### config.mk
export PLATFORM = sky130hd
export DESIGN_NAME = tmr_err_monitor_flat
export DESIGN_NICKNAME = d
export VERILOG_FILES = /design/src/rtl/tmr_err_monitor_if.sv /design/src/rtl/tmr_err_monitor.sv /design/src/flat_wrapper.sv
export SDC_FILE = /design/constraint.sdc
export NUM_CORES = 1
export LEC_CHECK = 0
export CAP_MARGIN = 20
export CORE_ASPECT_RATIO = 1.1
export CORE_MARGIN = 3
export CORE_UTILIZATION = 23
export DETAILED_ROUTE_END_ITERATION = 10
export HOLD_SLACK_MARGIN = 0.08
export PLACE_DENSITY_LB_ADDON = 0.08
export SYNTH_ARGS = -nofsm -noshare
export SYNTH_HDL_FRONTEND = slang
export SYNTH_SLANG_ARGS = --single-unit
### constraint.sdc
create_clock -name clk -period 3.8 [get_ports clk]
set_clock_uncertainty 0.2 [all_clocks]
set_input_delay 0.57 -clock clk [delete_from_list [all_inputs] [get_ports clk]]
set_output_delay 0.57 -clock clk [all_outputs]
set_load 0.01 [all_outputs]
### src/rtl/tmr_err_monitor_if.sv
// Signal bundle between the TMR error monitor and its host/status logic.
// The monitor takes the slave modport; the voter/host side takes the master modport.
interface tmr_err_monitor_if #(
    parameter int unsigned CNT_W = 8,
    parameter int unsigned TS_W  = 16
);
    logic             err;
    logic             clr;
    logic             err_sticky;
    logic [CNT_W-1:0] err_count;
    logic             alarm;
    logic             evt_valid;
    logic             evt_ready;
    logic [TS_W-1:0]  evt_stamp;
    logic             evt_ovf;

    modport master (
        output err,
        output clr,
        output evt_ready,
        input  err_sticky,
        input  err_count,
        input  alarm,
        input  evt_valid,
        input  evt_stamp,
        input  evt_ovf
    );

    modport slave (
        input  err,
        input  clr,
        input  evt_ready,
        output err_sticky,
        output err_count,
        output alarm,
        output evt_valid,
        output evt_stamp,
        output evt_ovf
    );
endinterface

### src/rtl/tmr_err_monitor.sv
// Error-sink monitor for a TMR voter: event counting, sticky flag, windowed alarm and a
// one-deep timestamped report buffer. Define TMR_ERR_MON_STAMP_EN to enable timestamps.
module tmr_err_monitor #(
    parameter int unsigned CNT_W  = 8,
    parameter int unsigned TS_W   = 16,
    parameter int unsigned WINDOW = 64,
    parameter int unsigned THRESH = 4
) (
    input logic              clk,
    input logic              rst,
    tmr_err_monitor_if.slave mon
);
    localparam int unsigned WIN_W = (WINDOW > 1) ? $clog2(WINDOW) : 1;
    localparam int unsigned EV_W  = $clog2(THRESH + 1);

    localparam logic [WIN_W-1:0] WinLast = WIN_W'(WINDOW - 1);
    localparam logic [EV_W-1:0]  EvMax   = EV_W'(THRESH);
    localparam logic [CNT_W-1:0] CntMax  = {CNT_W{1'b1}};

    typedef enum logic [0:0] {StEmpty, StFull} rpt_state_e;

    logic             err_q;
    logic             sticky_q, sticky_d;
    logic [CNT_W-1:0] count_q, count_d;
    logic             alarm_q, alarm_d;
    logic             ovf_q, ovf_d;
    logic [WIN_W-1:0] win_timer_q, win_timer_d;
    logic [EV_W-1:0]  win_events_q, win_events_d;
    rpt_state_e       state_q, state_d;
    logic             evt;
    logic             load;

    assign evt = mon.err & ~err_q;

    // clr is applied before the current cycle's event, so a coincident event still counts.
    always_comb begin
        sticky_d = (sticky_q & ~mon.clr) | mon.err;

        count_d = mon.clr ? '0 : count_q;
        if (evt && (count_d != CntMax)) begin
            count_d = count_d + CNT_W'(1);
        end

        win_timer_d = (win_timer_q == WinLast) ? '0 : win_timer_q + WIN_W'(1);

        // A window spans win_timer 0..WINDOW-1; its first cycle starts counting afresh.
        win_events_d = (mon.clr || (win_timer_q == '0)) ? '0 : win_events_q;
        if (evt && (win_events_d != EvMax)) begin
            win_events_d = win_events_d + EV_W'(1);
        end

        alarm_d = (alarm_q & ~mon.clr) | (win_events_d == EvMax);
    end

    always_comb begin
        state_d = state_q;
        load    = 1'b0;
        ovf_d   = ovf_q & ~mon.clr;
        unique case (state_q)
            StEmpty: begin
                if (evt) begin
                    load    = 1'b1;
                    state_d = StFull;
                end
            end
            StFull: begin
                if (mon.evt_ready) begin
                    if (evt) begin
                        load = 1'b1;
                    end else begin
                        state_d = StEmpty;
                    end
                end else if (evt) begin
                    ovf_d = 1'b1;
                end
            end
            default: state_d = StEmpty;
        endcase
    end

    always_ff @(posedge clk or posedge rst) begin
        if (rst) begin
            err_q        <= 1'b0;
            sticky_q     <= 1'b0;
            count_q      <= '0;
            alarm_q      <= 1'b0;
            ovf_q        <= 1'b0;
            win_timer_q  <= '0;
            win_events_q <= '0;
            state_q      <= StEmpty;
        end else begin
            err_q        <= mon.err;
            sticky_q     <= sticky_d;
            count_q      <= count_d;
            alarm_q      <= alarm_d;
            ovf_q        <= ovf_d;
            win_timer_q  <= win_timer_d;
            win_events_q <= win_events_d;
            state_q      <= state_d;
        end
    end

`ifdef TMR_ERR_MON_STAMP_EN
    logic [TS_W-1:0] ts_q;
    logic [TS_W-1:0] stamp_q;

    always_ff @(posedge clk or posedge rst) begin
        if (rst) begin
            ts_q    <= '0;
            stamp_q <= '0;
        end else begin
            ts_q <= ts_q + TS_W'(1);
            if (load) begin
                stamp_q <= ts_q;
            end
        end
    end

    assign mon.evt_stamp = stamp_q;
`else
    assign mon.evt_stamp = {TS_W{1'b0}};
`endif

    assign mon.err_sticky = sticky_q;
    assign mon.err_count  = count_q;
    assign mon.alarm      = alarm_q;
    assign mon.evt_valid  = (state_q == StFull);
    assign mon.evt_ovf    = ovf_q;
endmodule
### src/flat_wrapper.sv
// flat-port wrapper written by rule: the top's interface ports become plain ports
module tmr_err_monitor_flat 
#(
    parameter int unsigned CNT_W  = 8,
    parameter int unsigned TS_W   = 16,
    parameter int unsigned WINDOW = 64,
    parameter int unsigned THRESH = 4
)
  (clk, rst, mon_err, mon_clr, mon_evt_ready, mon_err_sticky, mon_err_count, mon_alarm, mon_evt_valid, mon_evt_stamp, mon_evt_ovf);
  tmr_err_monitor_if #(.CNT_W(CNT_W), .TS_W(TS_W)) mon_i ();
  input logic clk;
  input logic rst;
  input wire logic [$bits(mon_i.err)-1:0] mon_err;
  input wire logic [$bits(mon_i.clr)-1:0] mon_clr;
  input wire logic [$bits(mon_i.evt_ready)-1:0] mon_evt_ready;
  output wire logic [$bits(mon_i.err_sticky)-1:0] mon_err_sticky;
  output wire logic [$bits(mon_i.err_count)-1:0] mon_err_count;
  output wire logic [$bits(mon_i.alarm)-1:0] mon_alarm;
  output wire logic [$bits(mon_i.evt_valid)-1:0] mon_evt_valid;
  output wire logic [$bits(mon_i.evt_stamp)-1:0] mon_evt_stamp;
  output wire logic [$bits(mon_i.evt_ovf)-1:0] mon_evt_ovf;
  assign mon_i.err = mon_err;
  assign mon_i.clr = mon_clr;
  assign mon_i.evt_ready = mon_evt_ready;
  assign mon_err_sticky = mon_i.err_sticky;
  assign mon_err_count = mon_i.err_count;
  assign mon_alarm = mon_i.alarm;
  assign mon_evt_valid = mon_i.evt_valid;
  assign mon_evt_stamp = mon_i.evt_stamp;
  assign mon_evt_ovf = mon_i.evt_ovf;
  tmr_err_monitor #(.CNT_W(CNT_W), .TS_W(TS_W), .WINDOW(WINDOW), .THRESH(THRESH)) u_core (.clk(clk), .rst(rst), .mon(mon_i));
endmodule
After elaboration in Yosys (flattened, before gate mapping)
Index checks and enable logic that the tools add are counted.
W data, S select, Z words.
{"block": "op_classes", "n_addsub": 3, "eq_ne": 4, "muxes": 11, "bitwise_logic": 9, "n_reduce_logical": 4}
{"operator": "$mux W8", "n": 2}
{"operator": "$add A8 B1 Y8 const B", "n": 1}
{"operator": "$ne A8 B8 Y1 const B", "n": 1}
{"operator": "$add A6 B1 Y6 const B", "n": 1}
{"operator": "$eq A6 B6 Y1 const B", "n": 1}
{"operator": "$logic_not A6 Y1", "n": 1}
{"operator": "$mux W3", "n": 2}
{"operator": "$mux W6", "n": 1}
{"operator": "$mux W1", "n": 5}
{"operator": "$and A1 B1 Y1", "n": 4}
{"operator": "$add A3 B1 Y3 const B", "n": 1}
{"operator": "$eq A3 B3 Y1 const B", "n": 1}
{"operator": "$ne A3 B3 Y1 const B", "n": 1}
{"operator": "$not A1 Y1", "n": 3}
{"operator": "$logic_and A1 B1 Y1", "n": 2}
{"operator": "$or A1 B1 Y1", "n": 2}
{"operator": "$pmux W1 S2", "n": 1}
{"operator": "$logic_or A1 B1 Y1", "n": 1}
{"block": "word_totals", "regBits": 22, "input_bits": 5, "word_cells": 39}

Depth between registers and ports, before layout
{"block": "depth", "depth_word": 8, "depth_mapped": 11}

Worst setup path before layout
Ideal clock, no wire load.
{"block": "synth_path", "path_kind": "input to register", "startpoint": "input port mon_clr", "endpoint": "register u_core.count_q[4] (netlist: u_core.mon.err_count[4])", "setup_time_ns": 0.132, "arrival_ns": 2.048, "required_ns": 3.468, "path_slack_ns": 1.419, "stages": 7, "n_path_buf": 1, "path_cell_list": "clkbuf_1 nor2b_1 ha_1 and4b_1 a2111oi_1 xnor2_1 nor2_1"}
{"block": "synth_via", "elab_chain_len": 4, "word_cells_on_any_way": 5}
{"element": "from (decl)", "line_no": "flat_wrapper.sv:14", "source": "input wire logic [$bits(mon_i.clr)-1:0] mon_clr;"}
{"element": "$mux W8 *", "line_no": "tmr_err_monitor.sv:39", "source": "count_d = mon.clr ? '0 : count_q;"}
{"element": "parallel branches: the longest is 2 deep, another holds $add A8 B1 Y8"}
{"element": "$mux W8 *", "line_no": "tmr_err_monitor.sv:40", "source": "if (evt && (count_d != CntMax)) begin"}
{"element": "named net u_core.count_d[4]", "line_no": "tmr_err_monitor.sv:24", "source": "logic [CNT_W-1:0] count_q, count_d;"}
{"element": "to (signal assigned)", "line_no": "tmr_err_monitor.sv:94", "source": "count_q <= count_d;"}
{"element": "to (decl)", "line_no": "tmr_err_monitor.sv:24"}
Mark *: on every way through the listed nets, which the timed path passes.

Final worst setup path
{"block": "layout_path", "startpoint": "input port mon_clr", "endpoint": "register u_core.alarm_q (netlist: u_core.mon.alarm)"}
{"block": "layout_via", "elab_chain_len": 7, "word_cells_on_any_way": 10}
{"element": "parallel branches: the longest is 6 deep, another holds $add A3 B1 Y3"}
{"element": "$or A1 B1 Y1 *", "line_no": "tmr_err_monitor.sv:52", "source": "alarm_d = (alarm_q & ~mon.clr) | (win_events_d == EvMax);"}
{"element": "named net u_core.alarm_d", "line_no": "tmr_err_monitor.sv:25", "source": "logic alarm_q, alarm_d;"}
{"element": "to (signal assigned)", "line_no": "tmr_err_monitor.sv:95", "source": "alarm_q <= alarm_d;"}
{"element": "to (decl)", "line_no": "tmr_err_monitor.sv:25"}
Marked as above.

==> impl_metrics.py <==
metrics = {
    "routing": {
        "wl_per_cell_um": 11.16,
        "drt_pass1_iterations": 4,
        "ant_nets": 0,
        "drt_iter0_markers": 18,
        "drc": 0,
        "viasPerCell": 4.109,
        "wirelength_mm": 2.354,
        "vias": 867,
    },
    "power_and_ir_drop": {
        "finalPower_uw": 436.4,
        "powerDensity_mw_per_mm2": 293.3,
        "p_leak_uw": 0.0006698,
        "ir_drop_mv": 0.1066,
    },
    "sta": {
        "min_period_ns": 2.751,
        "fmax_ghz": 0.3635,
        "hold_viol": 0,
        "fin_crit_sh": 0.7239,
        "setup_viol": 0,
        "setup_tns_ns": 0,
        "rsz0062_at_grt": "false",
        "drv_slew": 0,
        "slew_headroom": 0.4143,
        "worstMarginPinSlew_ns": 0.8776,
    },
    "yosys": {
        "ys_types": 42,
        "async_flop_share": 1.000,
        "yosys_most_used_dff": "dfrtp_1",
        "ys_seq_elements": 22,
        "synth_edf_count": 0,
        "synth_cells": 123,
        "ys_seq_area_frac": 0.4344,
        "synth_area_per_cell_um2": 10.30,
        "syn-cell-area_mm2": 0.001267,
        "yosysWarnings": 0,
    },
    "placed_design": {
        "hpwlAfterDp_mm": 1.807,
        "port_buffers": 16,
        "gp_congestion": 0.7444,
    },
    "die": {
        "die_h_um": 83.86,
        "num_io_pins": 33,
        "dieWidth_um": 76.78,
        "core_area_mm2": 0.005169,
        "std_cell_rows": 27,
        "start_util": 0.2452,
        "die-area_mm2": 0.006438,
    },
    "setup_path": {
        "cp.required_ns": 3.74,
        "end_kind": "register",
        "path_class": "input pin to register",
        "cp-start-kind": "input pin",
        "worst-path-max-fanout": 11,
        "crit_arrival_ns": 2.69,
    },
    "clock_tree": {
        "path_clk_slew_ns": 0.07,
        "numClockSinks": 22,
        "numCtsBuffers": 3,
        "clock-root-buffer": "clkbuf_8",
        "htree_levels": 1,
        "clkLatencyLatePin_ns": 0.26,
        "clockBufferDepth": 2,
        "cts_resized": 0,
        "postCtsSetupBuffers": 0,
        "ctsHoldBuffers": 0,
        "cts_tree": "done",
    },
    "layout": {
        "fin_nets": 151,
        "drive_gt1_frac": 0.07914,
        "fillers": 560,
        "antenna-diode-count": 0,
        "syn2layout_area_growth_pct": 17.37,
    },
    "status": {
        "status": "complete, no violations",
    },
    "grt": {
        "grt_start_max_net_pins": 23,
        "grt_pass1_vias": 861,
        "grt-ovfl-total": 0,
        "antenna_found_initial": 0,
        "grtUsageTotal": 0.07732,
        "grt_pass1_wl_mm": 4.036,
    },
    "min_path": {
        "hold_class": "register to register",
    },
    "flow_run": {
        "cap_viol_max_count": 0,
    },
}
-- where the power goes --
part | internal [µW] | leakage [µW] | switching [µW] | total, µW
Clock | 70.6 | 0.0000216 | 71.3 | 142
Sequential | 241 | 0.000282 | 4.15 | 245
Combinational | 19.8 | 0.000366 | 29.9 | 49.7
-- routing by layer --
layer / global-route usage / routed length, µm / vias to the layer above
li1: - / - / 425
met1: 0.08886 / 1069 / 421
met2: 0.1300 / 1143 / 19
met3: 0.02160 / 118 / 2
met4: 0.03954 / 22 / 0
met5: 0 / 0 / -
-- placed cells by master, fill, tap and decap left out, types with 2 or more instances in the layout --
cell and count:
nand2_1 7, clkdlybuf4s50_1 16, xor2_1 2, o21ai_0 3, nor2_1 9, o211a_1 2, conb_1 16, o41ai_1 3
xnor2_1 6, inv_1 9, clkbuf_8 3, nand2b_1 2, ha_1 5, dfrtp_1 22, nor2b_1 3, nand3_1 3
a21oi_1 3
-- synth_stat cells, types with 2 or more instances --
cell      instances  area [µm²]
dfrtp_1          22       550.5
buf_4            16       120.1
inv_1             9       33.78
nor2_1            9       33.78
nand2_1           7       26.28
xnor2_1           6       52.55
ha_1              5       62.56
a21oi_1           3       15.01
nand3_1           3       15.01
nor2b_1           3       18.77
o21ai_0           3       15.01
o41ai_1           3       26.28
clkbuf_1          2       7.510
nand2b_1          2       12.51
o211a_1           2       20.02
xor2_1            2       17.52
-- cell families (layout without fill, tap and decap cells) --
| family | count (synthesis) | in the layout | share of synthesized area |
|---|---|---|---|
| compound gates | 21 | 21 | 0.1481 |
| xor+xnor | 8 | 8 | 0.05528 |
| fa+ha+maj | 5 | 5 | 0.04936 |
| buf+inv | 28 | 29 | 0.1303 |
| flops | 22 | 22 | 0.4344 |
| mux | 2 | 2 | 0.02073 |
| other cells | 1 | 16 | 0.002959 |
| simple gates | 36 | 36 | 0.1590 |
-- registers in the layout, summed over array words and instances (netlist names) --
signal / count
u_core.mon.err_count: 8
u_core.win_timer_q: 6
u_core.win_events_q: 3
u_core.err_q: 1
u_core.mon.alarm: 1
u_core.mon.err_sticky: 1
u_core.mon.evt_ovf: 1
u_core.mon.evt_valid: 1
-- critical path: stages --
cell and delay (ns):
clkdlybuf4s50_1 0.61, inv_2 0.23, o21a_2 0.18, nand2_1 0.08, ha_1 0.21, and2_1 0.19, or3_1 0.31, a21boi_1 0.21
o41ai_2 0.11
-- worst paths after layout --
| path | endpoint | slack [ns] | depth (start not counted) | startpoint |
|---|---|---|---|---|
| min reg2reg | u_core.mon.alarm | 0.29 | 2 | u_core.mon.alarm |
| max in group asynchronous | u_core.win_events_q[2] | 2.26 | 2 | rst |
| min | u_core.mon.alarm | 0.29 | 2 | u_core.mon.alarm |
| min in group asynchronous | u_core.win_timer_q[0] | 0.59 | 2 | rst |
| max reg2reg | u_core.mon.alarm | 1.28 | 10 | u_core.win_timer_q[0] |
| max | u_core.mon.alarm | 1.05 | 9 | mon_clr |
-- area by class of cell --
cell class / instances / area, µm² / share of cell area
timing repair buffer: 16 / 160.2 / 0.1077
sequential: 22 / 550.5 / 0.3701
tap: 72 / 90.09 / 0.06055
clock buffer: 3 / 41.29 / 0.02775
inverter: 10 / 37.54 / 0.02523
multi-input combinational: 88 / 608.1 / 0.4087
-- stage by stage --
step / hold slack, ns / cell area, µm² / utilization / instances / worst slack (ns)
2_1_floorplan: 0.2698 / 1324 / - / 138 / 1.419
6_report: 0.2894 / 1488 / 0.2878 / 211 / 1.049
3_3_place_gp: 0.2640 / 1446 / 0.2798 / 208 / 0.7440
4_1_cts: 0.2986 / 1488 / 0.2878 / 211 / 1.024
3_5_place_dp: 0.2725 / 1446 / 0.2798 / 208 / 0.7478
5_1_grt: 0.3261 / 1488 / 0.2878 / 211 / 0.8591
No activity file was read; power rests on OpenSTA's default activity.
